File: src/rtl/adpll_lock_detector_if.sv
// Status/sample bundle between the ADPLL phase detector side and the lock detector.
// Latency: none, wires only.
// Backpressure: none; the phase error is a continuous sample, status is level/pulse.
interface adpll_lock_detector_if #(
  parameter int PDET_WIDTH = 5
);
  logic                  enable_i;
  logic                  ref_clk_i;
  logic [PDET_WIDTH-1:0] error_i;
  logic                  locked_o;
  logic                  lock_lost_o;
  logic                  ref_lost_o;
  logic [1:0]            state_o;
  logic [7:0]            loss_count_o;

  // Driver of the control/sample inputs and consumer of status.
  modport master (
    output enable_i, ref_clk_i, error_i,
    input  locked_o, lock_lost_o, ref_lost_o, state_o, loss_count_o
  );

  // The lock detector itself.
  modport slave (
    input  enable_i, ref_clk_i, error_i,
    output locked_o, lock_lost_o, ref_lost_o, state_o, loss_count_o
  );
endinterface

File: src/rtl/adpll_lock_detector.sv
// Hysteretic lock detector: samples the signed phase error on each synchronised ref edge.
// Latency: ref_clk_i rise to state_o change is 2-3 fpga_clk_i cycles (sync + edge + update).
// Backpressure: none; every ref edge is evaluated, missing edges raise ref_lost_o.
module adpll_lock_detector #(
  parameter int PDET_WIDTH   = 5,
  parameter int LOCK_THRESH  = 2,
  parameter int LOCK_COUNT   = 16,
  parameter int UNLOCK_COUNT = 4,
  parameter int REF_TIMEOUT  = 4096
) (
  input  logic                  fpga_clk_i,
  input  logic                  reset_n_i,
  adpll_lock_detector_if.slave  bus
);

  localparam int GW = $clog2(LOCK_COUNT + 1);
  localparam int BW = $clog2(UNLOCK_COUNT + 1);
  localparam int TW = $clog2(REF_TIMEOUT + 1);

  localparam logic [GW-1:0]         GOOD_TARGET = GW'(LOCK_COUNT);
  localparam logic [BW-1:0]         BAD_TARGET  = BW'(UNLOCK_COUNT);
  localparam logic [TW-1:0]         TMO_LAST    = TW'(REF_TIMEOUT - 1);
  localparam logic [TW-1:0]         TMO_MAX     = TW'(REF_TIMEOUT);
  localparam logic [PDET_WIDTH-1:0] THRESH      = PDET_WIDTH'(LOCK_THRESH);

  typedef enum logic [1:0] {
    ST_UNLOCKED = 2'b00,
    ST_ACQUIRE  = 2'b01,
    ST_LOCKED   = 2'b10,
    ST_SLIP     = 2'b11
  } state_t;

  state_t                state, state_n;
  logic [GW-1:0]         good_cnt, good_cnt_n;
  logic [BW-1:0]         bad_cnt, bad_cnt_n;
  logic                  lock_lost, lock_lost_n;
  logic [7:0]            loss_cnt;
  logic [TW-1:0]         tmo_cnt;
  logic                  ref_lost;
  logic                  sync1, sync2, prev;
  logic                  ref_edge;
  logic                  expire;
  logic [PDET_WIDTH-1:0] err_mag;
  logic                  in_win;
  logic                  locked;

  // Bring the asynchronous reference into fpga_clk_i and keep one delayed copy for edge detection.
  always_ff @(posedge fpga_clk_i) begin
    if (!reset_n_i) begin
      sync1 <= 1'b0;
      sync2 <= 1'b0;
      prev  <= 1'b0;
    end else begin
      sync1 <= bus.ref_clk_i;
      sync2 <= sync1;
      prev  <= sync2;
    end
  end

  assign ref_edge = sync2 & ~prev;

  // Magnitude in PDET_WIDTH unsigned bits: the most negative code maps to 2^(PDET_WIDTH-1),
  // which is always larger than any legal threshold and therefore out of window.
  assign err_mag = bus.error_i[PDET_WIDTH-1] ? (PDET_WIDTH'(0) - bus.error_i) : bus.error_i;
  assign in_win  = (err_mag <= THRESH);

  // An edge arriving in the expiry cycle suppresses the timeout; saturation makes expiry one-shot.
  assign expire = bus.enable_i & ~ref_edge & (tmo_cnt == TMO_LAST);

  // Reference watchdog: cycles since the last ref edge, saturating at the timeout value.
  always_ff @(posedge fpga_clk_i) begin
    if (!reset_n_i) begin
      tmo_cnt <= '0;
    end else if (!bus.enable_i || ref_edge) begin
      tmo_cnt <= '0;
    end else if (tmo_cnt != TMO_MAX) begin
      tmo_cnt <= tmo_cnt + TW'(1);
    end
  end

  // Sticky missing-reference flag, released by the next edge or by disabling the detector.
  always_ff @(posedge fpga_clk_i) begin
    if (!reset_n_i) begin
      ref_lost <= 1'b0;
    end else if (!bus.enable_i) begin
      ref_lost <= 1'b0;
    end else if (expire) begin
      ref_lost <= 1'b1;
    end else if (ref_edge) begin
      ref_lost <= 1'b0;
    end
  end

  // State register plus the hysteresis counters and the registered loss pulse.
  always_ff @(posedge fpga_clk_i) begin
    if (!reset_n_i) begin
      state     <= ST_UNLOCKED;
      good_cnt  <= '0;
      bad_cnt   <= '0;
      lock_lost <= 1'b0;
    end else begin
      state     <= state_n;
      good_cnt  <= good_cnt_n;
      bad_cnt   <= bad_cnt_n;
      lock_lost <= lock_lost_n;
    end
  end

  // Next-state logic; priority is disable, then timeout, then ref-edge evaluation.
  always_comb begin
    state_n     = state;
    good_cnt_n  = good_cnt;
    bad_cnt_n   = bad_cnt;
    lock_lost_n = 1'b0;
    if (!bus.enable_i) begin
      state_n    = ST_UNLOCKED;
      good_cnt_n = '0;
      bad_cnt_n  = '0;
    end else if (expire) begin
      state_n     = ST_UNLOCKED;
      good_cnt_n  = '0;
      bad_cnt_n   = '0;
      lock_lost_n = (state == ST_LOCKED) || (state == ST_SLIP);
    end else if (ref_edge) begin
      case (state)
        ST_UNLOCKED: begin
          if (in_win) begin
            if (LOCK_COUNT == 1) begin
              state_n    = ST_LOCKED;
              good_cnt_n = '0;
            end else begin
              state_n    = ST_ACQUIRE;
              good_cnt_n = GW'(1);
            end
          end
        end
        ST_ACQUIRE: begin
          if (!in_win) begin
            state_n    = ST_UNLOCKED;
            good_cnt_n = '0;
          end else if (good_cnt + GW'(1) == GOOD_TARGET) begin
            state_n    = ST_LOCKED;
            good_cnt_n = '0;
          end else begin
            good_cnt_n = good_cnt + GW'(1);
          end
        end
        ST_LOCKED: begin
          if (!in_win) begin
            if (UNLOCK_COUNT == 1) begin
              state_n     = ST_UNLOCKED;
              bad_cnt_n   = '0;
              lock_lost_n = 1'b1;
            end else begin
              state_n   = ST_SLIP;
              bad_cnt_n = BW'(1);
            end
          end
        end
        ST_SLIP: begin
          if (in_win) begin
            state_n   = ST_LOCKED;
            bad_cnt_n = '0;
          end else if (bad_cnt + BW'(1) == BAD_TARGET) begin
            state_n     = ST_UNLOCKED;
            bad_cnt_n   = '0;
            lock_lost_n = 1'b1;
          end else begin
            bad_cnt_n = bad_cnt + BW'(1);
          end
        end
        default: begin
          state_n    = ST_UNLOCKED;
          good_cnt_n = '0;
          bad_cnt_n  = '0;
        end
      endcase
    end
  end

  // Count loss events alongside the pulse; saturate and keep the value while disabled.
  always_ff @(posedge fpga_clk_i) begin
    if (!reset_n_i) begin
      loss_cnt <= 8'd0;
    end else if (lock_lost_n && (loss_cnt != 8'hFF)) begin
      loss_cnt <= loss_cnt + 8'd1;
    end
  end

  // Output decode: SLIP still reports lock so short error bursts do not glitch locked_o.
  always_comb begin
    locked = 1'b0;
    case (state)
      ST_LOCKED, ST_SLIP: locked = 1'b1;
      default:            locked = 1'b0;
    endcase
  end

  assign bus.locked_o     = locked;
  assign bus.state_o      = state;
  assign bus.lock_lost_o  = lock_lost;
  assign bus.ref_lost_o   = ref_lost;
  assign bus.loss_count_o = loss_cnt;

endmodule
File: src/flat_wrapper.sv
// flat-port wrapper written by rule: the top's interface ports become plain ports
module adpll_lock_detector_flat 
#(
  parameter int PDET_WIDTH   = 5,
  parameter int LOCK_THRESH  = 2,
  parameter int LOCK_COUNT   = 16,
  parameter int UNLOCK_COUNT = 4,
  parameter int REF_TIMEOUT  = 4096
)
  (fpga_clk_i, reset_n_i, bus_enable_i, bus_ref_clk_i, bus_error_i, bus_locked_o, bus_lock_lost_o, bus_ref_lost_o, bus_state_o, bus_loss_count_o);
  adpll_lock_detector_if #(.PDET_WIDTH(PDET_WIDTH)) bus_i ();
  input  logic fpga_clk_i;
  input  logic reset_n_i;
  input wire logic [$bits(bus_i.enable_i)-1:0] bus_enable_i;
  input wire logic [$bits(bus_i.ref_clk_i)-1:0] bus_ref_clk_i;
  input wire logic [$bits(bus_i.error_i)-1:0] bus_error_i;
  output wire logic [$bits(bus_i.locked_o)-1:0] bus_locked_o;
  output wire logic [$bits(bus_i.lock_lost_o)-1:0] bus_lock_lost_o;
  output wire logic [$bits(bus_i.ref_lost_o)-1:0] bus_ref_lost_o;
  output wire logic [$bits(bus_i.state_o)-1:0] bus_state_o;
  output wire logic [$bits(bus_i.loss_count_o)-1:0] bus_loss_count_o;
  assign bus_i.enable_i = bus_enable_i;
  assign bus_i.ref_clk_i = bus_ref_clk_i;
  assign bus_i.error_i = bus_error_i;
  assign bus_locked_o = bus_i.locked_o;
  assign bus_lock_lost_o = bus_i.lock_lost_o;
  assign bus_ref_lost_o = bus_i.ref_lost_o;
  assign bus_state_o = bus_i.state_o;
  assign bus_loss_count_o = bus_i.loss_count_o;
  adpll_lock_detector #(.PDET_WIDTH(PDET_WIDTH), .LOCK_THRESH(LOCK_THRESH), .LOCK_COUNT(LOCK_COUNT), .UNLOCK_COUNT(UNLOCK_COUNT), .REF_TIMEOUT(REF_TIMEOUT)) u_core (.fpga_clk_i(fpga_clk_i), .reset_n_i(reset_n_i), .bus(bus_i));
endmodule
File: config.mk
export PLATFORM = sky130hd
export DESIGN_NAME = adpll_lock_detector_flat
export DESIGN_NICKNAME = d
export VERILOG_FILES = /design/src/rtl/adpll_lock_detector_if.sv /design/src/rtl/adpll_lock_detector.sv /design/src/flat_wrapper.sv
export SDC_FILE = /design/constraint.sdc
export NUM_CORES = 1
export LEC_CHECK = 0
export CAP_MARGIN = 20
export CORE_UTILIZATION = 35
export CTS_BUF_LIST = sky130_fd_sc_hd__clkbuf_4 sky130_fd_sc_hd__clkbuf_8
export CTS_CLUSTER_SIZE = 14
export DETAILED_ROUTE_END_ITERATION = 12
export PLACE_DENSITY = 0.58
export SETUP_SLACK_MARGIN = 0.1
export SYNTH_ARGS = -nofsm -noshare
export SYNTH_HDL_FRONTEND = slang
export SYNTH_SLANG_ARGS = --single-unit
File: constraint.sdc
create_clock -name fpga_clk_i -period 2.55 [get_ports fpga_clk_i]
set_clock_uncertainty 0.2 [all_clocks]
set_input_delay 0.255 -clock fpga_clk_i [delete_from_list [all_inputs] [get_ports fpga_clk_i]]
set_output_delay 0.255 -clock fpga_clk_i [all_outputs]
set_load 0.05 [all_outputs]
# --- Yosys cells after proc, flatten, opt, wreduce, memory -nomap -nowiden ---
# Index checks and enable logic that the tools add are counted.
word_totals:
  register_bits: 36
  ramBits: 0
  memories: 0
  romBits: 0
  wordCells: 75
  output_inout_bits: 13
  latchBits: 0
classes:
  div_mod_pow: 0
  n_shift: 0
  magnitude_cmp: 1
  bitwise: 7
  add_sub_neg: 5
  n_reduce_logical: 15
  mux: 25
  eq_ne: 12
  multipliers: 0
op_table:
  columns: ["op", "count"]
  rows:
  - ["2-to-1 mux 5 bit", 4]
  - ["adder 13 x 1 -> 13 bit (second input constant)", 1]
  - ["== test 13 x 12 -> 1 bit (second input constant)", 1]
  - ["!= test 13 bit (second input constant)", 1]
  - ["2-to-1 mux 2 bit", 6]
  - ["one-hot mux 5 bit (2 select lines)", 1]
  - ["2-to-1 mux 1 bit", 9]
  - ["2-to-1 mux 3 bit", 3]
  - ["adder 8 x 1 -> 8 bit (second input constant)", 1]
  - ["!= test 8 bit (second input constant)", 1]
  - ["one-hot mux 2 bit (4 select lines)", 1]
  - ["one-hot mux 3 bit (2 select lines)", 1]
  - ["AND reduction 3 bit", 2]
  - ["nonzero test 2 bit", 3]
  - ["adder 5 x 1 -> 5 bit (second input constant)", 1]
  - ["== test 5 bit (second input constant)", 1]
  - ["<= comparator 5 x 2 -> 1 bit (second input constant)", 1]
  - ["AND reduction 5 bit", 1]
  - ["subtractor 1 x 5 -> 5 bit (first input constant)", 1]
  - ["== test 2 bit (second input constant)", 2]
  - ["NOT 1 bit", 4]
  - ["OR reduction 2 bit", 2]
  - ["adder 3 x 1 -> 3 bit (second input constant)", 1]
  - ["AND 1 bit", 3]
  - ["12 further kinds", 13]

# --- Depth between registers and ports, before layout ---
# Gate-level depths: netlist of run 1.
depth:
  ltp_word: 9
  mapped_depth: 9
  depth_no_buf: 8

# --- Least setup slack after synthesis of run 1 ---
# No wires, ideal clock.
synth_path:
  kind: "flip-flop to flip-flop"
  start: "register u_core.loss_cnt[0], in the netlist u_core.bus.loss_count_o[0]"
  end: "register u_core.loss_cnt[1], in the netlist u_core.bus.loss_count_o[1]"
  synth_period_minus_slack_ns: 2.313
  t_arrival_ns: 1.994
  stages_incl_launch_ff: 8
  setup_slack_ns: 0.237
  setup_time_ns: 0.119
  cell_sequence: "dfxtp_1 ha_1 nand3_1 o21ai_0 nor4_1 nor2_2 mux2i_1 nor2_1"
synth_between:
  elab_chain_cells: 2
synth_lines:
  columns: ["element", "line", "source"]
  rows:
  - ["start, declared", "adpll_lock_detector.sv:37", "logic [7:0] loss_cnt;"]
  - ["start signal, assigned", "adpll_lock_detector.sv:186", "loss_cnt <= loss_cnt + 8'd1;"]
  - ["parallel branches: the longest is 2 deep, another holds adder 8 x 1 -> 8 bit", null, null]
# Several ways; the timed one is not identified.
# A chain may end at the register's enable or synchronous reset.

# --- Worst setup path in the final report of run 1 ---
layout_path:
  start: "register u_core.bad_cnt[0]"
  end: "register u_core.loss_cnt[6], in the netlist u_core.bus.loss_count_o[6]"
layout_between:
  elab_chain_cells: 9
layout_lines:
  columns: ["element", "line", "source"]
  rows:
  - ["start, declared", "adpll_lock_detector.sv:35", "logic [BW-1:0] bad_cnt, bad_cnt_n;"]
  - ["start signal, assigned", "adpll_lock_detector.sv:104", "bad_cnt <= bad_cnt_n;"]
  - ["adder 3 x 1 -> 3 bit", "adpll_lock_detector.sv:164", "end else if (bad_cnt + BW'(1) == BAD_TARGET) begin"]
  - ["== test 3 bit", "adpll_lock_detector.sv:164", null]
  - ["2-to-1 mux 1 bit", "adpll_lock_detector.sv:164", null]
  - ["2-to-1 mux 1 bit", "adpll_lock_detector.sv:161", "if (in_win) begin"]
  - ["2-to-1 mux 1 bit", "adpll_lock_detector.sv:125", "case (state)"]
  - ["2-to-1 mux 1 bit", "adpll_lock_detector.sv:124", "end else if (ref_edge) begin"]
  - ["2-to-1 mux 1 bit", "adpll_lock_detector.sv:119", "end else if (expire) begin"]
  - ["2-to-1 mux 1 bit", "adpll_lock_detector.sv:115", "if (!bus.enable_i) begin"]
  - ["logical AND 1 bit", "adpll_lock_detector.sv:185", "end else if (lock_lost_n && (loss_cnt != 8'hFF)) begin"]
# Every way passes these cells.

==> results of run 1 <==
==> cells by family after synthesis <==
group | after synthesis
flops | 36
fa+ha+maj | 7
simple gates | 106
compound gates | 40
xor+xnor | 13
mux | 4
buf+inv | 14
==> Yosys cell counts, drive strengths merged <==
library cell  instances
a32oi                 4
and4                  2
or2b                  1
nand2b                2
mux2i                 3
nand3b                2
nor2                 29
nor4b                 2
dfxtp                36
inv                   8
or4                   3
and3                  4
o211ai                2
o31ai                 1
nor2b                 3
a22oi                 3
or3                   2
clkbuf                5
a2111oi               3
nor4                  6
a21o                  1
a211oi                1
and2b                 1
nand4                 6
xnor2                 3
a21oi                13
nand2                22
buf                   1
xor2                 10
or2                   2
o21bai                1
ha                    7
o21ai                10
mux2                  1
and2                  5
nor3                  2
a31o                  1
nand3                12
==> through the flow <==
| step | setup slack (ns) | instance area, um^2 | util (%) | instances | hold slack [ns] |
|---|---|---|---|---|---|
| finish | 0.229 | 2290 | 47.3 | 319 | 0.233 |
| global route | 0.0763 | 2290 | 47.3 | 319 | 0.250 |
| CTS | 0.127 | 2240 | 46.3 | 318 | 0.236 |
| detailed placement | -0.0939 | 2150 | 44.3 | 310 | 0.219 |
| global placement | -0.0505 | 2150 | 44.3 | 310 | 0.217 |
| floorplan | 0.237 | 1820 | - | 220 | 0.182 |
==> worst min-delay path by stage <==
stage	to	slack (ns)	depth (start not counted)
2_1_floorplan	u_core.sync1	0.18	1
3_3_place_gp	u_core.sync2	0.22	1
3_5_place_dp	u_core.sync2	0.22	1
4_1_cts	u_core.sync2	0.24	1
5_1_grt	u_core.sync2	0.25	1
6_report	u_core.sync2	0.23	1
==> sequential cells by signal (all words and copies together) (netlist names), named ones only <==
signal / count
u_core.tmo_cnt: 13
u_core.bad_cnt: 3
u_core.bus.ref_lost_o: 1
u_core.sync1: 1
u_core.bus.loss_count_o: 8
u_core.good_cnt: 5
u_core.bus.state_o: 1
u_core.bus.lock_lost_o: 1
u_core.prev: 1
u_core.sync2: 1
==> power by group <==
part	total [mW]	switching, mW	internal, mW
registers	0.568	0.00242	0.566
clock network	0.438	0.196	0.242
logic	0.0631	0.0358	0.0273
==> per-layer routing <==
layer | vias up | global-route usage (%) | share of wire [%]
met5 | - | 0 | 0
met4 | 0 | 6.41 | 1.4
met3 | 5 | 3.25 | 3.0
met2 | 23 | 24.5 | 45
met1 | 746 | 21.1 | 50
li1 | 846 | - | -
==> worst reg2reg max path: stages, from the launching register on <==
cell       delay, ns
dfxtp_1         0.39
ha_2            0.24
xor2_2          0.19
nand4_1         0.10
buf_4           0.17
a2111oi_4       0.32
nor2_2          0.09
or4_1           0.40
a21oi_1         0.15
==> what timing repair did <==
item                                    in CTS  in global routing
hold buffers                                 0                  0
setup buffers                                0                  1
endpoints found under the setup margin       0                 14
gates resized for setup                      0                  9
==> layout make-up <==
| cell class | instances | area, um^2 | share of cell area, % |
|---|---|---|---|
| multi-input combinational | 170 | 1080 | 47.2 |
| sequential | 36 | 721 | 31.4 |
| timing repair buffer | 30 | 278 | 12.1 |
| clock buffer | 8 | 97.6 | 4.26 |
| tap | 67 | 83.8 | 3.66 |
| inverter | 8 | 30.0 | 1.31 |
==> results.py, run 1 <==
metrics = {
    "pwr": {
        "p_per_area_nw_per_um2": 466,
        "p_leak_nw": 0.803,
        "p_total_mw": 1.07,
        "ir_drop_v": 0.000294,
    },
    "setup_path": {
        "required_ns": 2.57,
        "crit_end": "u_core.bus.loss_count_o[6]",
        "r2r-start": "u_core.bad_cnt[0]",
        "cp_top_family": "simple AND/OR/NAND/NOR gates",
        "cpPeakStageDelay_ns": 0.40,
        "r2r_end": "u_core.bus.loss_count_o[6]",
        "crit_chain": "ha_2 -> xor2_2 -> nand4_1 -> buf_4 -> a2111oi_4 -> nor2_2 -> or4_1 -> a21oi_1",
        "path_max_fanout": 4,
        "cp_slowest_cell": "or4_1",
        "critPathKind": "reg -> reg",
        "arrival_ns": 2.34,
        "ff2ff_path_depth": 8,
        "crit_path_start": "u_core.bad_cnt[0]",
        "crit_buf_inv": 1,
        "critPathLaunchType": "register",
        "cp_num_cells": 8,
        "setup.worst_path.end_class": "register",
        "rrSetupSlack_ns": 0.23,
    },
    "logic_synthesis": {
        "yosys.area_share.simple_pct": 29.8,
        "synth_area_leaders": "dfxtp_1 (40%), nor2_1 (5.8%), ha_1 (4.8%)",
        "synth_warnings": 0,
        "postSynthAreaPerCell_um2": 8.26,
        "synth_compound_area_share_pct": 14.3,
        "synthAdderAreaFrac_pct": 4.82,
        "synth_top_family_by_area": "simple AND/OR/NAND/NOR gates",
        "mappedNetlistNets": 236,
        "synthXorXnorAreaFrac_pct": 6.27,
        "seq_area_frac_synth_pct": 39.7,
        "netlist.area_leader.share_pct": 39.7,
        "ys_types": 41,
        "syn-cell-area_um2": 1820,
        "synth_cells": 220,
        "post-synth-top-area-cell": "dfxtp_1",
        "ys_ff_latch": 36,
        "synth.area.mux_share_pct": 2.27,
    },
    "drt": {
        "vias": 1620,
        "wire_per_inst_um": 12.3,
        "drt_first_pass_iters": 4,
        "vias_per_cell": 5.08,
        "post-route-drc-count": 0,
        "ant_nets": 0,
        "routed_wl_mm": 3.91,
        "drt_iter0_drc": 133,
    },
    "floorplanning": {
        "row_count": 25,
        "dieArea_um2": 5480,
        "die_x_um": 74.0,
        "die_y_um": 74.0,
        "start_util_pct": 37.5,
        "core_um2": 4850,
        "io_pins": 22,
    },
    "clock_network": {
        "numCtsBuffers": 5,
        "h-tree-depth": 2,
        "root_buffer": "clkbuf_8",
        "cts_num_sinks": 36,
        "cts_tree": "yes",
        "clkTransAtPathRegs_ns": 0.07,
        "clkLatencyLatePin_ns": 0.29,
        "cts_buffer_depth": 2,
    },
    "sta": {
        "max_freq_mhz": 431,
        "fin_setup_tns_ns": 0,
        "finalCriticalPeriod_ns": 2.32,
        "period_share_pct": 91.0,
        "final_hold_viol_count": 0,
        "grt_setup_unrepaired": "no",
        "slew_headroom_pct": 64.5,
        "setup_violations": 0,
        "slew_violations": 0,
        "tightest_slew_ns": 0.532,
    },
    "global_routing": {
        "antenna_found_initial": 0,
        "grt_pass1_vias": 1506,
        "grt-ovfl-total": 0,
        "track_usage_pct": 15.7,
        "grt_max_degree": 15,
        "grt_pass1_wl_mm": 6.63,
    },
    "cells_and_area": {
        "num-nets-final": 267,
        "final_common_cell": "dfxtp_1",
        "drive_gt1_share_pct": 11.9,
        "n_fill_cell": 489,
        "antenna_cells": 0,
        "final_cell_mix": "dfxtp_1 (36), nor2_1 (28), nand2_1 (22)",
        "syn2layout_area_growth_pct": 26.2,
    },
    "run": {
        "drv_cap": 0,
    },
    "place": {
        "place.gp.congestion": 0.736,
        "io_buffers": 21,
        "hpwl_mm": 2.77,
    },
    "outcome": {
        "status": "complete, no violations",
    },
    "worst_hold_path": {
        "hold_class": "reg -> reg",
        "hold_start": "u_core.sync1",
    },
}
No activity file was read; power rests on OpenSTA's default activity.
==> run 2, diff against run 1 <==
CORE_UTILIZATION = 57   (was 35)
PLACE_DENSITY = 0.85   (was 0.58)
==> run 2 against run 1 <==
Effect of this change:
- non-clock buffer count grew 1
- final cell count shrank 7.2%
- register-to-register slack is essentially flat
- clock power shrank 32%
- critical path type unchanged
- highest routed layer unchanged
- count of clock-buffer cells in the layout shrank 2
- sequential share of layout area grew 1.1 points
- sequential cell count is the same
- largest cell class unchanged
==> results.py, run 2 (synthesized netlist as in run 1, its figures left out) <==
metrics = {
    "outcome": {
        "status": "complete, no violations",
    },
    "sta": {
        "worst_slack_ns": 0.217,
        "fin_setup_tns_ns": 0,
        "grt_setup_unrepaired": "yes",
        "tightest_slew_ns": 0.542,
        "period_share_pct": 91.5,
        "finalCriticalPeriod_ns": 2.33,
        "slew_violations": 0,
        "max_freq_mhz": 429,
        "final_hold_viol_count": 0,
        "setup_violations": 0,
        "slew_headroom_pct": 63.0,
    },
    "floorplanning": {
        "die_y_um": 58.5,
        "core_um2": 3030,
        "die_x_um": 58.5,
        "dieArea_um2": 3420,
        "start_util_pct": 60.0,
        "io_pins": 22,
        "row_count": 20,
    },
    "drt": {
        "vias_per_cell": 5.68,
        "drt_first_pass_iters": 4,
        "routed_wl_mm": 3.94,
        "post-route-drc-count": 0,
        "ant_nets": 0,
        "vias": 1682,
        "drt_iter0_drc": 67,
        "wire_per_inst_um": 13.3,
    },
    "setup_path": {
        "cpPeakStageDelay_ns": 0.40,
        "r2r_end": "u_core.bus.loss_count_o[6]",
        "r2r-start": "u_core.tmo_cnt[0]",
        "arrival_ns": 2.43,
        "setup.worst_path.end_class": "register",
        "crit_buf_inv": 0,
        "ff2ff_path_depth": 7,
        "crit_chain": "ha_1 -> and3_1 -> nand4_1 -> nor4_2 -> nor2_2 -> or4_1 -> a21oi_1",
        "critPathLaunchType": "register",
        "critPathKind": "reg -> reg",
        "cp_slowest_cell": "dfxtp_1",
        "required_ns": 2.65,
        "rrSetupSlack_ns": 0.22,
        "path_max_fanout": 5,
        "cp_top_family": "simple AND/OR/NAND/NOR gates",
    },
    "pwr": {
        "p_sw_uw": 225,
        "p_clk_share_pct": 31.9,
        "ir_drop_v": 0.000256,
        "internal-power_uw": 707,
        "comb_power_share_pct": 7.2,
        "swShare_pct": 24.2,
        "p_leak_nw": 0.790,
        "seqPwrFrac_pct": 61.0,
        "p_per_area_nw_per_um2": 421,
    },
    "clock_network": {
        "clkTransAtPathRegs_ns": 0.11,
        "cts_buffer_depth": 2,
        "h-tree-depth": 2,
        "cts_num_sinks": 36,
        "numCtsBuffers": 5,
        "cts_tree": "yes",
        "root_buffer": "clkbuf_4",
        "clkLatencyLatePin_ns": 0.35,
    },
    "cells_and_area": {
        "drive_gt1_share_pct": 11.1,
        "final_common_cell": "dfxtp_1",
        "largest_reg_flops": 13,
        "num-nets-final": 268,
        "antenna_cells": 0,
        "seq_area_um2": 722,
        "regMostFlops": "u_core.tmo_cnt",
        "final_cell_mix": "dfxtp_1 (35), nor2_1 (28), nand2_1 (22)",
        "multiInputGateArea_um2": 1070,
        "syn2layout_area_growth_pct": 22.0,
        "n_fill_cell": 242,
    },
    "global_routing": {
        "antenna_found_initial": 0,
        "grt_max_degree": 15,
        "grt-ovfl-total": 0,
        "grt_pass1_vias": 1514,
        "track_usage_pct": 24.5,
        "grt_pass1_wl_mm": 6.35,
    },
    "worst_hold_path": {
        "min_to": "u_core.bus.ref_lost_o",
        "hold_class": "reg -> reg",
        "hold_path_depth": 2,
        "hold_start": "u_core.bus.ref_lost_o",
    },
    "place": {
        "place.gp.congestion": 0.828,
        "hpwl_mm": 2.79,
        "post-place-ws_ns": -0.0538,
        "io_buffers": 21,
    },
    "run": {
        "drv_cap": 0,
    },
}
run 2: worst max-delay path by stage:
stage                                    start                         end  slack (ns)  depth (start not counted)
finish                       u_core.tmo_cnt[0]  u_core.bus.loss_count_o[6]        0.22                          7
global route                    bus_error_i[0]          u_core.good_cnt[4]        0.04                          9
CTS                          u_core.tmo_cnt[0]  u_core.bus.loss_count_o[6]        0.15                          7
detailed placement              bus_error_i[1]  u_core.bus.loss_count_o[6]       -0.05                          9
global placement                bus_error_i[0]  u_core.bus.loss_count_o[7]       -0.03                          9
floorplan           u_core.bus.loss_count_o[0]  u_core.bus.loss_count_o[1]        0.24                          7
run 2: timing repair:
item,in CTS,in global routing
setup endpoints to repair,0,5
resized for setup,0,7
hold buffers,0,0
buffers inserted,0,1
run 2: final cells by class:
class,instances,share of cell area [%]
multi-input cells,170,48.5
clock buffers,6,2.03
flip-flops and latches,36,32.6
clock inverters,1,0.226
well taps,44,2.48
inverters,8,1.35
repair buffers,31,12.9
run 2: routing by layer:
metal | up-vias | global-route usage [%] | part of all wire (%)
li1 | 855 | - | -
met1 | 784 | 29.1 | 46
met2 | 36 | 42.0 | 48
met3 | 7 | 4.62 | 3.8
met4 | 0 | 13.3 | 1.9
met5 | - | 0 | 0
run 2: stage by stage:
| step | cell area, um^2 | std cells | power, mW | hold slack [ns] | util [%] |
|---|---|---|---|---|---|
| finish | 2220 | 296 | 0.933 | 0.251 | 73.2 |
| global route | 2220 | 296 | 0.975 | 0.267 | 73.2 |
| CTS | 2180 | 295 | 0.943 | 0.256 | 71.9 |
| detailed placement | 2130 | 288 | 0.644 | 0.241 | 70.2 |
| global placement | 2130 | 288 | 0.642 | 0.215 | 70.2 |
| floorplan | 1820 | 220 | 0.614 | 0.182 | - |
run 2: power groups by stage:
stage          sequential, mW  combinational (mW)  clock [mW]
2_1_floorplan           0.581              0.0328           0
3_3_place_gp            0.581              0.0609           0
3_5_place_dp            0.581              0.0627           0
4_1_cts                 0.568              0.0628       0.312
5_1_grt                 0.569              0.0741       0.332
6_report                0.568              0.0670       0.297
run 2: worst min-delay path, cell delays in order, from the launching register on:
cell and delay, ns:
dfxtp_1 0.32, inv_1 0.04, a21oi_1 0.05
